--- src/rtl/instr_fetch_unit.sv ---
// ============================================================================
// Module      : instr_fetch_unit
// Description : PC owner and instruction fetch stage; req/ack to imem,
//               valid/ready to decode, redirect squashes younger fetches.
//               Optional macro MISALIGN_TRAP_EN enables misaligned-target trap.
// Revision    : 1.0 - initial release
// ============================================================================
`default_nettype none

module instr_fetch_unit #(
    parameter int              XLEN     = 32,
    parameter logic [XLEN-1:0] RESET_PC = 32'h0000_0000
) (
    input  logic            i_clk,
    input  logic            i_rst,
    output logic            o_imem_req,
    output logic [XLEN-1:0] o_imem_addr,
    input  logic            i_imem_ack,
    input  logic [31:0]     i_imem_rdata,
    output logic            o_instr_valid,
    input  logic            i_instr_ready,
    output logic [31:0]     o_instr,
    output logic [XLEN-1:0] o_instr_pc,
    output logic [6:0]      o_opcode,
    output logic [2:0]      o_funct3,
    output logic [6:0]      o_funct7,
    input  logic            i_redirect,
    input  logic [XLEN-1:0] i_redirect_pc
`ifdef MISALIGN_TRAP_EN
    ,
    output logic            o_misaligned
`endif
);

    localparam logic [31:0]     c_nop     = 32'h0000_0013;
    localparam logic [XLEN-1:0] c_pc_step = XLEN'(4);

    typedef enum logic [1:0] {
        S_REQ  = 2'd0,
        S_HOLD = 2'd1,
        S_DROP = 2'd2
`ifdef MISALIGN_TRAP_EN
        ,
        S_TRAP = 2'd3
`endif
    } state_t;

    state_t          r_state;
    logic [XLEN-1:0] r_pc;
    logic [XLEN-1:0] r_req_addr;
    logic [31:0]     r_instr;
    logic [XLEN-1:0] r_instr_pc;
    logic            r_valid;

    logic [XLEN-1:0] w_target;
    state_t          w_redir_state;
    state_t          w_drop_state;

`ifdef MISALIGN_TRAP_EN
    logic w_target_bad;
    logic r_trap_pend;

    assign w_target      = i_redirect_pc;
    assign w_target_bad  = |i_redirect_pc[1:0];
    assign w_redir_state = w_target_bad ? S_TRAP : S_REQ;
    // Trap is taken only once the request in flight at redirect time completes.
    assign w_drop_state  = r_trap_pend ? S_TRAP : S_REQ;
    assign o_misaligned  = (r_state == S_TRAP);
`else
    logic w_unused_lsbs;

    assign w_target      = {i_redirect_pc[XLEN-1:2], 2'b00};
    assign w_unused_lsbs = ^i_redirect_pc[1:0];
    assign w_redir_state = S_REQ;
    assign w_drop_state  = S_REQ;
`endif

    always_ff @(posedge i_clk) begin
        if (i_rst) begin
            r_state    <= S_REQ;
            r_pc       <= RESET_PC;
            r_req_addr <= RESET_PC;
            r_instr    <= c_nop;
            r_instr_pc <= RESET_PC;
            r_valid    <= 1'b0;
`ifdef MISALIGN_TRAP_EN
            r_trap_pend <= 1'b0;
`endif
        end else begin
`ifdef MISALIGN_TRAP_EN
            if (i_redirect) begin
                r_trap_pend <= w_target_bad;
            end
`endif
            case (r_state)
                S_REQ: begin
                    if (i_redirect) begin
                        r_pc <= w_target;
                        if (i_imem_ack) begin
                            r_req_addr <= w_target;
                            r_state    <= w_redir_state;
                        end else begin
                            // Memory still owes us this word; keep the address stable.
                            r_state <= S_DROP;
                        end
                    end else if (i_imem_ack) begin
                        r_instr    <= i_imem_rdata;
                        r_instr_pc <= r_req_addr;
                        r_valid    <= 1'b1;
                        r_pc       <= r_req_addr + c_pc_step;
                        r_state    <= S_HOLD;
                    end
                end
                S_HOLD: begin
                    if (i_redirect) begin
                        r_pc       <= w_target;
                        r_req_addr <= w_target;
                        r_valid    <= 1'b0;
                        r_state    <= w_redir_state;
                    end else if (r_valid && i_instr_ready) begin
                        r_valid    <= 1'b0;
                        r_req_addr <= r_pc;
                        r_state    <= S_REQ;
                    end
                end
                S_DROP: begin
                    if (i_redirect) begin
                        r_pc <= w_target;
                        if (i_imem_ack) begin
                            r_req_addr <= w_target;
                            r_state    <= w_redir_state;
                        end
                    end else if (i_imem_ack) begin
                        r_req_addr <= r_pc;
                        r_state    <= w_drop_state;
                    end
                end
`ifdef MISALIGN_TRAP_EN
                S_TRAP: begin
                    if (i_redirect && !w_target_bad) begin
                        r_pc       <= w_target;
                        r_req_addr <= w_target;
                        r_state    <= S_REQ;
                    end
                end
`endif
                default: begin
                    r_state <= S_REQ;
                end
            endcase
        end
    end

    assign o_imem_req    = ((r_state == S_REQ) || (r_state == S_DROP)) && !i_rst;
    assign o_imem_addr   = r_req_addr;
    assign o_instr_valid = r_valid & ~i_redirect;
    assign o_instr       = r_instr;
    assign o_instr_pc    = r_instr_pc;
    assign o_opcode      = r_instr[6:0];
    assign o_funct3      = r_instr[14:12];
    assign o_funct7      = r_instr[31:25];

endmodule

`default_nettype wire

--- config.mk ---
export PLATFORM = sky130hd
export DESIGN_NAME = instr_fetch_unit
export DESIGN_NICKNAME = d
export VERILOG_FILES = /design/src/rtl/instr_fetch_unit.sv
export SDC_FILE = /design/constraint.sdc
export NUM_CORES = 1
export LEC_CHECK = 0
export CAP_MARGIN = 20
export CELL_PAD_IN_SITES_DETAIL_PLACEMENT = 1
export CELL_PAD_IN_SITES_GLOBAL_PLACEMENT = 1
export CORE_AREA = 2 2 142 144
export CTS_CLUSTER_DIAMETER = 30
export CTS_CLUSTER_SIZE = 14
export DETAILED_ROUTE_END_ITERATION = 8
export DIE_AREA = 0 0 144 146
export PLACE_DENSITY = 0.85
export SLEW_MARGIN = 5
export SYNTH_ARGS = -nofsm -noshare
export SYNTH_HDL_FRONTEND = slang
export SYNTH_SLANG_ARGS = --single-unit
--- constraint.sdc ---
create_clock -name i_clk -period 2.1 [get_ports i_clk]
set_input_delay 0.315 -clock i_clk [delete_from_list [all_inputs] [get_ports i_clk]]
set_output_delay 0.315 -clock i_clk [all_outputs]
set_load 0.02 [all_outputs]
==> flow_summary.ini <==
[timing]
max_clock_freq_mhz = 498
postLayoutSetupSlackWorst_ns = 0.0928
final-max-slew-violation-count = 0
max_slew.worst_pin.slew_ns = 0.481
period_share_pct = 95.6
skew_ns = 0.00772
finalWorstPathRequiredPeriod_ns = 2.01
timing.slew.headroom_pct = 67.9
finalHoldViolCount = 0
finalSetupViolations = 0

[placement]
place_area_um2 = 9060
post-place-ws_ns = -0.217
placed_cells = 1285
port_buffers = 181
half_perimeter_wire_length_of_the_detailed_placement_result_um = 17600
place_congestion = 0.854

[yosys]
synth.most_common_cell = nand2_1
yosysTopAreaCellShare_pct = 39.0
ys_seq_elements = 131
sequential_cell_area_fraction_in_the_yosys_report_pct = 39.0
ys.warnings.count = 0
synth_common_cells = nand2_1 (177), dfxtp_1 (131), a21oi_1 (107)
synth_area_leader_cell = dfxtp_1
avg_inst_size_synth_um2 = 7.82
syn_area_um2 = 6720
ys_types = 62
ys_dominant_reg_cell = dfxtp_1
synth_async_sr_flop_share_pct = 0
synthCells = 859
synth_top_cells_by_area = dfxtp_1 (39%), nand2_1 (9.9%), a21oi_1 (8.0%), a22o_1 (3.9%), a311oi_1 (3.5%)
number_of_enable_type_register_cells_in_the_synthesized_netlist = 0
syn-num-nets = 933

[worst_setup_path]
worst-path-max-fanout = 14
worstSetupEndpointType = flip-flop
crit_arrival_ns = 2.33
start_kind = flip-flop
critPathRequiredTime_ns = 2.42
worstSetupPathType = flip-flop to flip-flop

[global_route]
wire_length_of_the_first_global_routing_pass_um = 40900
grt_antenna_before_repair = 0
grt_start_max_net_pins = 91
via_count_of_the_first_global_routing_pass = 7671
global_route.overflow_total = 0
gr-usage-all-layers_pct = 24.4

[clock_network]
worstSkewPairLatency_ns = 0.43
numCtsBuffers = 17
cts_tree = built
clock_sinks = 131
cts_hold_buf = 0
htree_num_levels = 4
cts_buffer_depth = 2
cts.clk_slew.worst_paths_ns = 0.06
root_buffer = clkbuf_16

[routing]
final_antenna_net_count = 0
finalWirelength_um = 25900
drt-wirelength-per-cell_um = 19.6
route.vias.total = 7357
post_drt_via_cell_ratio = 5.57
detailedRoute.firstPassIterationCount = 4
first_iter_violations = 514
drt_drc_violations_left = 0

[power_and_ir_drop]
powerDensity_nw_per_um2 = 775
post-layout-total-power_mw = 7.57
power.leakage_nw = 3.59
ir_worst_vdd_mv = 0.649

[cells_and_area]
layout.filler_cells = 2299
fin_area_um2 = 9770
finalNetCount = 1118
post_route_cells_drive_above_1_share_pct = 13.2
postLayoutCoreUtil_pct = 50.5
area_delta_synth_final_pct = 45.3
stdcell_count = 1322
diodes = 0

[floorplanning]
placeableCoreArea_um2 = 19300
start_util_pct = 34.8
die_width_um = 144
die_area_um2 = 21000
ios = 184
die_h_um = 146
num_rows = 51

[job]
maxCapViolCount = 0

[worst_hold_path]
hold_path.class = input pin to flip-flop

[run_status]
outcome = completed
-- logic make-up (layout without fill, tap and decap cells) --
group / count (synthesis) / after routing / share of synthesized area (%)
compound gates: 287 / 287 / 28.0
mux: 2 / 2 / 0.298
xor+xnor: 20 / 20 / 2.61
buf+inv: 108 / 306 / 8.36
simple gates: 306 / 306 / 20.8
flops: 131 / 131 / 39.0
fa+ha+maj: 5 / 5 / 0.931
-- sequential cells by signal, indices dropped and copies added (netlist names) --
name	flops
r_valid	1
o_instr	32
r_state	2
r_pc	32
o_instr_pc	32
o_imem_addr	32
-- layout make-up --
type | instances | area [um2] | area share, %
Clock buffer | 20 | 457 | 4.67
Clock inverter | 12 | 131 | 1.34
Inverter | 9 | 33.8 | 0.346
Multi-Input combinational cell | 620 | 3590 | 36.7
Sequential cell | 131 | 2630 | 26.9
Tap cell | 265 | 332 | 3.39
Timing Repair Buffer | 265 | 2600 | 26.6
-- through the flow --
step,hold slack [ns],setup TNS (ns)
after global placement,0.441,-8.61
final,0.372,0
after detailed placement,0.447,-15.83
after global routing,0.420,-0.000325
after CTS,0.415,0
after floorplan,0.430,0
-- critical path: stages (launching register included) --
cell	delay (ns)
dfxtp_2	0.37
inv_1	0.12
ha_4	0.20
nor2b_1	0.14
o21bai_1	0.14
nor3b_4	0.25
buf_4	0.16
buf_12	0.15
a21oi_1	0.08
a311oi_1	0.29
-- cell usage in the layout, fill, tap and decap left out, types with 7 or more instances in the layout --
| cell | netlist | layout |
|---|---|---|
| xnor2_1 | 15 | 15 |
| nand3_1 | 10 | 10 |
| nand2_1 | 177 | 176 |
| a221oi_1 | 11 | 11 |
| nor2_1 | 33 | 33 |
| nor3_1 | 21 | 21 |
| clkdlybuf4s50_1 | 0 | 179 |
| a21oi_1 | 107 | 106 |
| nor4_1 | 8 | 8 |
| a311oi_1 | 27 | 26 |
| nand4_1 | 14 | 14 |
| a22o_1 | 30 | 30 |
| dfxtp_1 | 131 | 129 |
| and3_1 | 8 | 8 |
| o22ai_1 | 7 | 7 |
| buf_12 | 0 | 10 |
| clkbuf_16 | 0 | 18 |
| a21o_1 | 28 | 28 |
| o21ai_0 | 42 | 42 |
| inv_1 | 9 | 9 |
| buf_4 | 18 | 73 |
-- worst paths after layout --
check	startpoint	end	slack, ns	cells past startpoint
max	r_state[0]	o_imem_addr[25]	0.09	9
min	i_rst	r_valid	0.37	3
max reg2reg	r_state[0]	o_imem_addr[25]	0.09	9
min reg2reg	o_instr_pc[10]	o_instr_pc[10]	0.45	2
-- what timing repair did --
action                                  in CTS  in global routing
cloned                                       1                  1
endpoints found under the setup margin      11                 33
endpoints found under the hold margin        0                  0
buffers inserted                             1                  2
pin swaps                                    0                  1
resized for setup                            5                  6
-- power breakdown --
part	switching (mW)	internal [mW]	leakage (nW)	total (mW)
combinational	0.970	0.813	2.24	1.78
sequential	0.137	2.66	1.07	2.80
clock	1.18	1.81	0.278	2.99
-- layer usage --
layer	global-route usage (%)	vias to the layer above	part of all wire, %
li1	-	3430	-
met1	30.3	3614	43
met2	41.4	262	48
met3	5.53	51	6.4
met4	8.63	0	2.4
met5	0	-	0
No activity file was read; power rests on OpenSTA's default activity.
